--- config.mk ---
export PLATFORM = sky130hd
export DESIGN_NAME = sized_data_memory_flat
export DESIGN_NICKNAME = d
export VERILOG_FILES = /design/src/rtl/sized_data_memory_if.sv /design/src/rtl/sized_data_memory.sv /design/src/flat_wrapper.sv
export SDC_FILE = /design/constraint.sdc
export NUM_CORES = 2
export LEC_CHECK = 0
export CAP_MARGIN = 10
export CORE_MARGIN = 1
export CORE_UTILIZATION = 56
export DETAILED_ROUTE_END_ITERATION = 16
export PLACE_DENSITY_LB_ADDON = 0.08
export SLEW_MARGIN = 20
export SYNTH_ARGS = -nofsm -noshare
export SYNTH_HDL_FRONTEND = slang
export SYNTH_SLANG_ARGS = --single-unit
--- constraint.sdc ---
create_clock -name clk -period 4.6 [get_ports clk]
set_clock_uncertainty 0.2 [all_clocks]
set_input_delay 0.92 -clock clk [delete_from_list [all_inputs] [get_ports clk]]
set_output_delay 0.92 -clock clk [all_outputs]
set_load 0.005 [all_outputs]
--- src/rtl/sized_data_memory_if.sv ---
// Request/response bundle between the MEM-stage datapath and the sized data memory.
interface sized_data_memory_if;
   logic [31:0] Address;
   logic [31:0] WriteData;
   logic        MemWrite;
   logic        MemRead;
   logic [1:0]  Size;
   logic        Unsigned;
   logic [31:0] ReadData;
   logic        ReadValid;
   logic        Ready;
   logic        AccessFault;
   logic [31:0] FaultAddr;

   modport master (
      output Address, WriteData, MemWrite, MemRead, Size, Unsigned,
      input  ReadData, ReadValid, Ready, AccessFault, FaultAddr
   );

   modport slave (
      input  Address, WriteData, MemWrite, MemRead, Size, Unsigned,
      output ReadData, ReadValid, Ready, AccessFault, FaultAddr
   );
endinterface

--- src/rtl/sized_data_memory.sv ---
// Byte-addressed data memory with byte/half/word access, 1-cycle registered loads,
// alignment/range faults and an optional zero-fill sequence after reset.
module sized_data_memory #(
   parameter int unsigned ADDR_BITS      = 6,
   parameter bit          CLEAR_ON_RESET = 1'b1
) (
   input logic                 clk,
   input logic                 rst,
   sized_data_memory_if.slave  bus
);

   localparam int unsigned DEPTH = 2 ** ADDR_BITS;
   localparam int unsigned HI    = ADDR_BITS + 2;
   localparam logic [ADDR_BITS-1:0] LAST_IDX = ADDR_BITS'(DEPTH - 1);

   typedef enum logic {S_INIT, S_RUN} state_e;

   state_e                 state_q, state_d;
   logic [ADDR_BITS-1:0]   cnt_q, cnt_d;
   logic                   clr_we_c;

   logic [31:0]            mem [DEPTH];
   logic [31:0]            raw_q;

   logic                   ready_q, ready_d;
   logic                   valid_q, valid_d;
   logic                   fault_q, fault_d;
   logic [31:0]            fault_addr_q, fault_addr_d;
   logic [1:0]             off_q, off_d;
   logic [1:0]             size_q, size_d;
   logic                   uns_q, uns_d;

   logic                   accept_c, fault_c, do_read_c, do_write_c;
   logic [ADDR_BITS-1:0]   idx_c;
   logic [3:0]             be_c;
   logic [31:0]            wlane_c;
   logic [31:0]            shifted_c, rdata_c;

   // Clear sequencer state register
   always_ff @(posedge clk) begin
      if (rst) begin
         state_q <= CLEAR_ON_RESET ? S_INIT : S_RUN;
         cnt_q   <= '0;
      end else begin
         state_q <= state_d;
         cnt_q   <= cnt_d;
      end
   end

   // Clear sequencer next state: one zeroed word per cycle, then run forever
   always_comb begin
      state_d  = state_q;
      cnt_d    = cnt_q;
      clr_we_c = 1'b0;
      case (state_q)
         S_INIT: begin
            clr_we_c = ~rst;
            cnt_d    = cnt_q + ADDR_BITS'(1);
            if (cnt_q == LAST_IDX) state_d = S_RUN;
         end
         default: ;
      endcase
      ready_d = (state_d == S_RUN);
   end

   // Request decode; Ready is a flop so acceptance never loops back to the requester
   always_comb begin
      idx_c      = bus.Address[HI-1:2];
      accept_c   = ready_q & (bus.MemRead | bus.MemWrite);
      fault_c    = (bus.Size == 2'b11)
                 | ((bus.Size == 2'b01) & bus.Address[0])
                 | ((bus.Size == 2'b10) & (bus.Address[1:0] != 2'b00))
                 | ((bus.Address >> HI) != 32'd0);
      do_read_c  = accept_c & bus.MemRead & ~fault_c;
      do_write_c = accept_c & bus.MemWrite & ~fault_c & ~rst;
   end

   // Lane replication plus per-byte enables
   always_comb begin
      be_c    = 4'b0000;
      wlane_c = bus.WriteData;
      case (bus.Size)
         2'b00: begin
            be_c[bus.Address[1:0]] = 1'b1;
            wlane_c = {4{bus.WriteData[7:0]}};
         end
         2'b01: begin
            be_c    = bus.Address[1] ? 4'b1100 : 4'b0011;
            wlane_c = {2{bus.WriteData[15:0]}};
         end
         default: be_c = 4'b1111;
      endcase
   end

   // Storage: nonblocking read of the old word gives read-before-write
   always_ff @(posedge clk) begin
      if (clr_we_c) begin
         mem[cnt_q] <= '0;
      end else if (do_write_c) begin
         for (int i = 0; i < 4; i++) begin
            if (be_c[i]) mem[idx_c][8*i +: 8] <= wlane_c[8*i +: 8];
         end
      end
      if (do_read_c) raw_q <= mem[idx_c];
   end

   always_comb begin
      valid_d      = do_read_c;
      fault_d      = accept_c & fault_c;
      fault_addr_d = fault_d ? bus.Address : fault_addr_q;
      off_d        = do_read_c ? bus.Address[1:0] : off_q;
      size_d       = do_read_c ? bus.Size : size_q;
      uns_d        = do_read_c ? bus.Unsigned : uns_q;
   end

   always_ff @(posedge clk) begin
      if (rst) begin
         ready_q      <= ~CLEAR_ON_RESET;
         valid_q      <= 1'b0;
         fault_q      <= 1'b0;
         fault_addr_q <= '0;
         off_q        <= '0;
         size_q       <= '0;
         uns_q        <= 1'b0;
      end else begin
         ready_q      <= ready_d;
         valid_q      <= valid_d;
         fault_q      <= fault_d;
         fault_addr_q <= fault_addr_d;
         off_q        <= off_d;
         size_q       <= size_d;
         uns_q        <= uns_d;
      end
   end

   // Load extraction and extension in the cycle after the array read
   always_comb begin
      shifted_c = raw_q >> {off_q, 3'b000};
      case (size_q)
         2'b00:   rdata_c = uns_q ? {24'd0, shifted_c[7:0]}
                                  : {{24{shifted_c[7]}}, shifted_c[7:0]};
         2'b01:   rdata_c = uns_q ? {16'd0, shifted_c[15:0]}
                                  : {{16{shifted_c[15]}}, shifted_c[15:0]};
         default: rdata_c = raw_q;
      endcase
   end

   assign bus.ReadData    = valid_q ? rdata_c : 32'd0;
   assign bus.ReadValid   = valid_q;
   assign bus.Ready       = ready_q;
   assign bus.AccessFault = fault_q;
   assign bus.FaultAddr   = fault_addr_q;

endmodule

--- src/flat_wrapper.sv ---
// flat-port wrapper written by rule: the top's interface ports become plain ports
module sized_data_memory_flat 
#(
   parameter int unsigned ADDR_BITS      = 6,
   parameter bit          CLEAR_ON_RESET = 1'b1
)
  (clk, rst, bus_Address, bus_WriteData, bus_MemWrite, bus_MemRead, bus_Size, bus_Unsigned, bus_ReadData, bus_ReadValid, bus_Ready, bus_AccessFault, bus_FaultAddr);
  sized_data_memory_if bus_i ();
  input logic clk;
  input logic rst;
  input wire logic [$bits(bus_i.Address)-1:0] bus_Address;
  input wire logic [$bits(bus_i.WriteData)-1:0] bus_WriteData;
  input wire logic [$bits(bus_i.MemWrite)-1:0] bus_MemWrite;
  input wire logic [$bits(bus_i.MemRead)-1:0] bus_MemRead;
  input wire logic [$bits(bus_i.Size)-1:0] bus_Size;
  input wire logic [$bits(bus_i.Unsigned)-1:0] bus_Unsigned;
  output wire logic [$bits(bus_i.ReadData)-1:0] bus_ReadData;
  output wire logic [$bits(bus_i.ReadValid)-1:0] bus_ReadValid;
  output wire logic [$bits(bus_i.Ready)-1:0] bus_Ready;
  output wire logic [$bits(bus_i.AccessFault)-1:0] bus_AccessFault;
  output wire logic [$bits(bus_i.FaultAddr)-1:0] bus_FaultAddr;
  assign bus_i.Address = bus_Address;
  assign bus_i.WriteData = bus_WriteData;
  assign bus_i.MemWrite = bus_MemWrite;
  assign bus_i.MemRead = bus_MemRead;
  assign bus_i.Size = bus_Size;
  assign bus_i.Unsigned = bus_Unsigned;
  assign bus_ReadData = bus_i.ReadData;
  assign bus_ReadValid = bus_i.ReadValid;
  assign bus_Ready = bus_i.Ready;
  assign bus_AccessFault = bus_i.AccessFault;
  assign bus_FaultAddr = bus_i.FaultAddr;
  sized_data_memory #(.ADDR_BITS(ADDR_BITS), .CLEAR_ON_RESET(CLEAR_ON_RESET)) u_core (.clk(clk), .rst(rst), .bus(bus_i));
endmodule
======== After elaboration in Yosys (flattened, before gate mapping) ========
Memories as Yosys holds them, arrays and structs flattened. A register that Yosys moved wholly into a read port is not among the register bits.
Cells that the tools add are included.
word-level totals
  flip-flop bits (word level) ............. 46
  input port bits ......................... 71
  memories kept ........................... 1
  memory bits (writable) .................. 2,048
operators by class
  order comparisons ....................... 2
  reduce and logical (&&, ||, !) cells .... 6
  shifts and indexed selects .............. 1
  eq/ne operators ......................... 5
  bitwise operators ....................... 15
  add/sub/neg operators ................... 1
  mux-type cells .......................... 33
memory list
  name        words  width  read ports  clocked after memory_dff  wr ports  line                     source
  u_core.mem  64     32     1           1                         1         sized_data_memory.sv:22  logic [31:0] mem [DEPTH];
operators by type and width
  kind                                                                                 number
  32-bit two-way mux                                                                   4
  32-bit one-hot mux with 2 select lines                                               2
  32-bit nonzero test                                                                  1
  32-bit OR reduction                                                                  1
  32-bit by 5-bit >> shifter with 16-bit output                                        1
  1-bit two-way mux                                                                    22
  1-bit AND                                                                            9
  4-bit two-way mux                                                                    2
  4-bit one-hot mux with 2 select lines                                                1
  6-bit by 1-bit adder with 6-bit output, second input constant                        1
  6-bit equality test, second input constant                                           1
  6-bit two-way mux                                                                    1
  2-bit by 1-bit equality test with 1-bit output, second input constant                2
  2-bit equality test, second input constant                                           2
  2-bit zero test                                                                      2
  1-bit OR                                                                             4
  2-bit by 3-bit less-than comparator with 1-bit output, second input constant         1
  1-bit demux with 2-bit select                                                        1
  2-bit by 1-bit greater-or-equal comparator with 1-bit output, second input constant  1
  1-bit inverter                                                                       2
  2-bit nonzero test                                                                   1
  1-bit logical AND                                                                    1

======== Depth between registers and ports, before layout ========
  depth after elaboration ................. 13
  depth in mapped cells ................... 9
  depth with buffers taken out ............ 5

======== Least setup slack after synthesis ========
Ideal clock, no wire load.
  path type ............................... input -> register
  start point ............................. input bus_Address[13]
  end point ............................... memory u_core.mem[0][12] (data pin)
  path buffers ............................ 3
  cell stages on the path ................. 7
  data arrival time ....................... 4.292 ns
  setup slack ............................. -0.440 ns
  data required time ...................... 3.852 ns
  cell sequence ........................... nor4_2 nand4_2 or4_1 buf_2 buf_4 clkbuf_1 a21oi_1
on the way
  longest elaborated chain between the ends .. 10
  elaborated cells between the ends (all ways) .. 19
RTL lines
  what                                     line                      source
  from (decl)                              flat_wrapper.sv:11        input wire logic [$bits(bus_i.Address)-1:0] bus_Address;
  32-bit nonzero test *                    sized_data_memory.sv:73   | ((bus.Address >> HI) != 32'd0);
  1-bit OR *                               sized_data_memory.sv:73
  1-bit inverter *                         sized_data_memory.sv:75   do_write_c = accept_c & bus.MemWrite & ~fault_c & ~rst;
  1-bit AND * (2 in a row)                 sized_data_memory.sv:75
  1-bit two-way mux                        sized_data_memory.sv:99   end else if (do_write_c) begin
  1-bit two-way mux                        sized_data_memory.sv:97   if (clr_we_c) begin
  1-bit two-way mux (implied by the code)  sized_data_memory.sv:101  if (be_c[i]) mem[idx_c][8*i +: 8] <= wlane_c[8*i +: 8];
  32-bit OR reduction (no source line) *   n/a
  32-bit two-way mux (no source line) *    n/a
  to (decl)                                sized_data_memory.sv:22
Every way passes the cells marked *; elsewhere a longest branch is shown, timed or not.

======== Final worst setup path ========
  start point ............................. register u_core.size_q[1]
  end point ............................... output bus_ReadData[16]
on the way
  longest elaborated chain between the ends .. 3
  elaborated cells between the ends (all ways) .. 4
RTL lines
  what                                                                                      line                      source
  from (decl)                                                                               sized_data_memory.sv:30   logic [1:0] size_q, size_d;
  from (signal assigned)                                                                    sized_data_memory.sv:131  size_q <= size_d;
  2-bit by 1-bit equality test with 1-bit output / 2-bit zero test (equally long branches)  sized_data_memory.sv:139  case (size_q)
  32-bit one-hot mux with 2 select lines *                                                  sized_data_memory.sv:139
  32-bit two-way mux *                                                                      sized_data_memory.sv:148  assign bus.ReadData = valid_q ? rdata_c : 32'd0;
  to (decl)                                                                                 flat_wrapper.sv:17        output wire logic [$bits(bus_i.ReadData)-1:0] bus_ReadData;
Marked as above.

==> results_dict.tcl <==
set metrics [dict create \
    layout_setup_ws_ns 0.159 \
    grt_max_degree 68 \
    root_buffer "clkbuf_16" \
    instances_no_fill 6856 \
    dp.cells 6464 \
    antenna_left 0 \
    wl_um 217000 \
    max_freq_mhz 225 \
    synth.distinct_cells 57 \
    start_util_pct 56.4 \
    syn_area_per_cell_um2 20.9 \
    min_delay_path_depth 2 \
    ys.flop_type "edfxtp_1" \
    drc 0 \
    cts_sinks 2126 \
    core_area_um2 150000 \
    fin_crit_ns 4.44 \
    place_congestion 0.870 \
    clk_latency_ns 0.83 \
    placed_area_um2 93000 \
    start_kind "flip-flop" \
    area_delta_synth_final_pct 18.3 \
    max_stage_delay_ns 0.57 \
    io_pins 138 \
    drive_above_1_share_pct 34.5 \
    grt_overflow 0 \
    end_kind "output port" \
    io_buffers 137 \
    period_share_pct 96.6 \
    synth_cells 4050 \
    row_count 142 \
    multiInputGateArea_um2 20200 \
    critPathKind "flip-flop to output port" \
    p_leak_nw 30.0 \
    clk_pin_slew_ns 0.06 \
    seq_area_um2 63400 \
    vias_per_cell 6.50 \
    crit_slowest_cell "dfxtp_1" \
    place.detailed.hpwl_um 137000 \
    grt_pass1_vias 44200 \
    vias 44500 \
    synth-seq-cells 2126 \
    hold_viol 0 \
    status "finished clean" \
    antenna_found_initial 4 \
    first_pass_iters 6 \
    slew_headroom_pct 27.5 \
    yosysWarnings 0 \
    slew_violations 0 \
    n_fill_cell 9724 \
    die_area_um2 152000 \
    cp_max_fo 16 \
    ir_worst_vdd_mv 0.330 \
    die_x_um 390 \
    crit_chain "clkinv_1, nand2_1, nor3_1, o31ai_4, buf_12, a21oi_1, clkdlybuf4s50_1" \
    final_net_count 4732 \
    design_area_um2 99900 \
    tightest_slew_ns 1.09 \
    cp.arrival_ns 3.32 \
    drt_iter0_drc 5240 \
    p_per_area_nw_per_um2 399 \
    syn-num-nets 4122 \
    async_flop_share_pct 0 \
    numCtsBuffers 208 \
    reg2reg_setup_slack_ns 1.00 \
    ys_seq_area_share_pct 75.0 \
    synth-edff-count 2080 \
    clock_path_buffers 3 \
    worstRegToRegCells 6 \
    maxCapViolCount 0 \
    ctsHtreeMaxLevel 4 \
    post_drt_wl_per_cell_um 31.6 \
    rsz0062_at_grt "no" \
    grt_pass1_wl_um 314000 \
    hold_class "flip-flop to flip-flop" \
    crit_required_ns 3.48 \
    hold_slack_ns 0.295 \
    setup_viol 0 \
    place_ws_ns -0.190 \
    cts_tree "built" \
    grtUsageTotal_pct 28.8 \
    die_height_um 390 \
    syn_area_um2 84500 \
]
## sequential cells by signal, summed over array words and instances, names as in the netlist
name                    flops
u_core.bus.ReadValid        1
u_core.size_q               2
u_core.bus.Ready            1
u_core.mem               2048
u_core.uns_q                1
u_core.off_q                2
u_core.cnt_q                6
u_core.bus.AccessFault      1
u_core.raw_q               32
u_core.bus.FaultAddr       32
## stage by stage
step                total power [mW]  util [%]  TNS, ns
floorplan                       22.3         -  -258.78
global placement                23.1      62.1    -1.59
detailed placement              23.1      62.1    -1.55
CTS                             40.1      66.7        0
global route                    40.8      66.7        0
finish                          39.9      66.7        0
## Yosys cell counts, drive strengths merged, types with 2 or more instances
master | n | area share [%]
edfxtp | 2080 | 74
mux4 | 513 | 14
nor4 | 264 | 2.8
clkbuf | 160 | 0.71
buf | 149 | 0.89
mux2i | 145 | 1.8
nor2 | 114 | 0.51
a21oi | 94 | 0.56
a22oi | 93 | 0.83
mux2 | 75 | 1.0
nand2 | 65 | 0.29
dfxtp | 46 | 1.1
o22ai | 42 | 0.31
o21ai | 36 | 0.21
a221oi | 20 | 0.21
inv | 19 | 0.084
a22o | 18 | 0.19
nor2b | 17 | 0.13
nor3 | 13 | 0.077
or4 | 11 | 0.098
and2 | 10 | 0.074
o21a | 9 | 0.080
o211ai | 8 | 0.077
nand2b | 7 | 0.052
nand3 | 5 | 0.030
a31oi | 3 | 0.022
o31ai | 3 | 0.027
xor2 | 3 | 0.031
a211o | 2 | 0.021
a21o | 2 | 0.018
o311ai | 2 | 0.021
o32ai | 2 | 0.021
or2 | 2 | 0.015
or3 | 2 | 0.015
or4b | 2 | 0.024
## cells by family after synthesis
family | after synthesis | synth area share (%)
AOI/OAI and AO/OA | 339 | 2.64
xor gates and xnor gates | 4 | 0.0415
adders and majority gates | 1 | 0.0148
DFF | 2126 | 75.0
muxes | 733 | 16.5
buffers and inverters | 329 | 1.69
and+or+nand+nor | 518 | 4.14
## layout make-up
| type | instances | share of cell area (%) |
|---|---|---|
| sequential | 2126 | 63.4 |
| multi-input combinational | 1595 | 20.2 |
| timing repair buffer | 709 | 6.82 |
| clock buffer | 269 | 5.60 |
| tap | 2016 | 2.52 |
| clock inverter | 120 | 1.30 |
| inverter | 20 | 0.0751 |
| antenna | 1 | 0.00250 |
## path summary, 6_finish.rpt
| kind | from | to |
|---|---|---|
| worst max-delay path | u_core.size_q[1] | bus_ReadData[16] |
| worst min-delay path | u_core.bus.FaultAddr[23] | u_core.bus.FaultAddr[23] |
| worst max register to register | u_core.bus.Ready | u_core.mem[2][1] |
| worst min register to register | u_core.bus.FaultAddr[23] | u_core.bus.FaultAddr[23] |
## cell usage in the layout, fill, tap and decap left out, types with 12 or more instances in the layout
cell type / n
mux4_2: 513
o22ai_1: 42
mux2_2: 72
nor2b_1: 13
a221oi_1: 20
a22o_1: 18
nor4_1: 135
a21oi_1: 86
edfxtp_1: 2080
o21ai_0: 36
inv_1: 19
clkbuf_16: 211
nor2_1: 91
bufinv_16: 25
buf_12: 92
dfxtp_1: 45
clkinv_1: 37
nor2_4: 19
buf_4: 480
mux2i_1: 136
nor3_1: 12
nor4_2: 128
clkbuf_1: 48
a22oi_1: 93
clkinv_2: 38
nand2_1: 65
clkdlybuf4s50_1: 131
## routing by layer
metal	global-route usage, %	vias to the layer above	part of all wire, %	routed length, µm
li1	-	18400	-	-
met1	42.8	23500	41	89200
met2	44.6	2311	47	103000
met3	5.15	328	8.9	19400
met4	8.05	4	2.5	5510
met5	0	-	0.018	38
## report_power, final
group | switching (mW) | internal [mW]
Sequential | 0.0212 | 21.0
Clock | 7.17 | 9.99
Combinational | 1.04 | 0.621
Total | 8.24 | 31.6
## repair_timing
item,in CTS,in global routing
hold buffers,0,0
setup endpoints to repair,16,16
gates resized for setup,4,1
pin swaps,1,1
hold endpoints to repair,0,0
setup buffers,0,2
## worst max-delay path: cells and delay by family, from the launching register on
kind | cells | cell delay, ns
AND/OR/NAND/NOR | 2 | 0.49
AO/OA/AOI/OAI | 2 | 0.35
buffers and inverters | 3 | 1.07
flip-flops | 1 | 0.57
(Power assumes the default switching activity.)
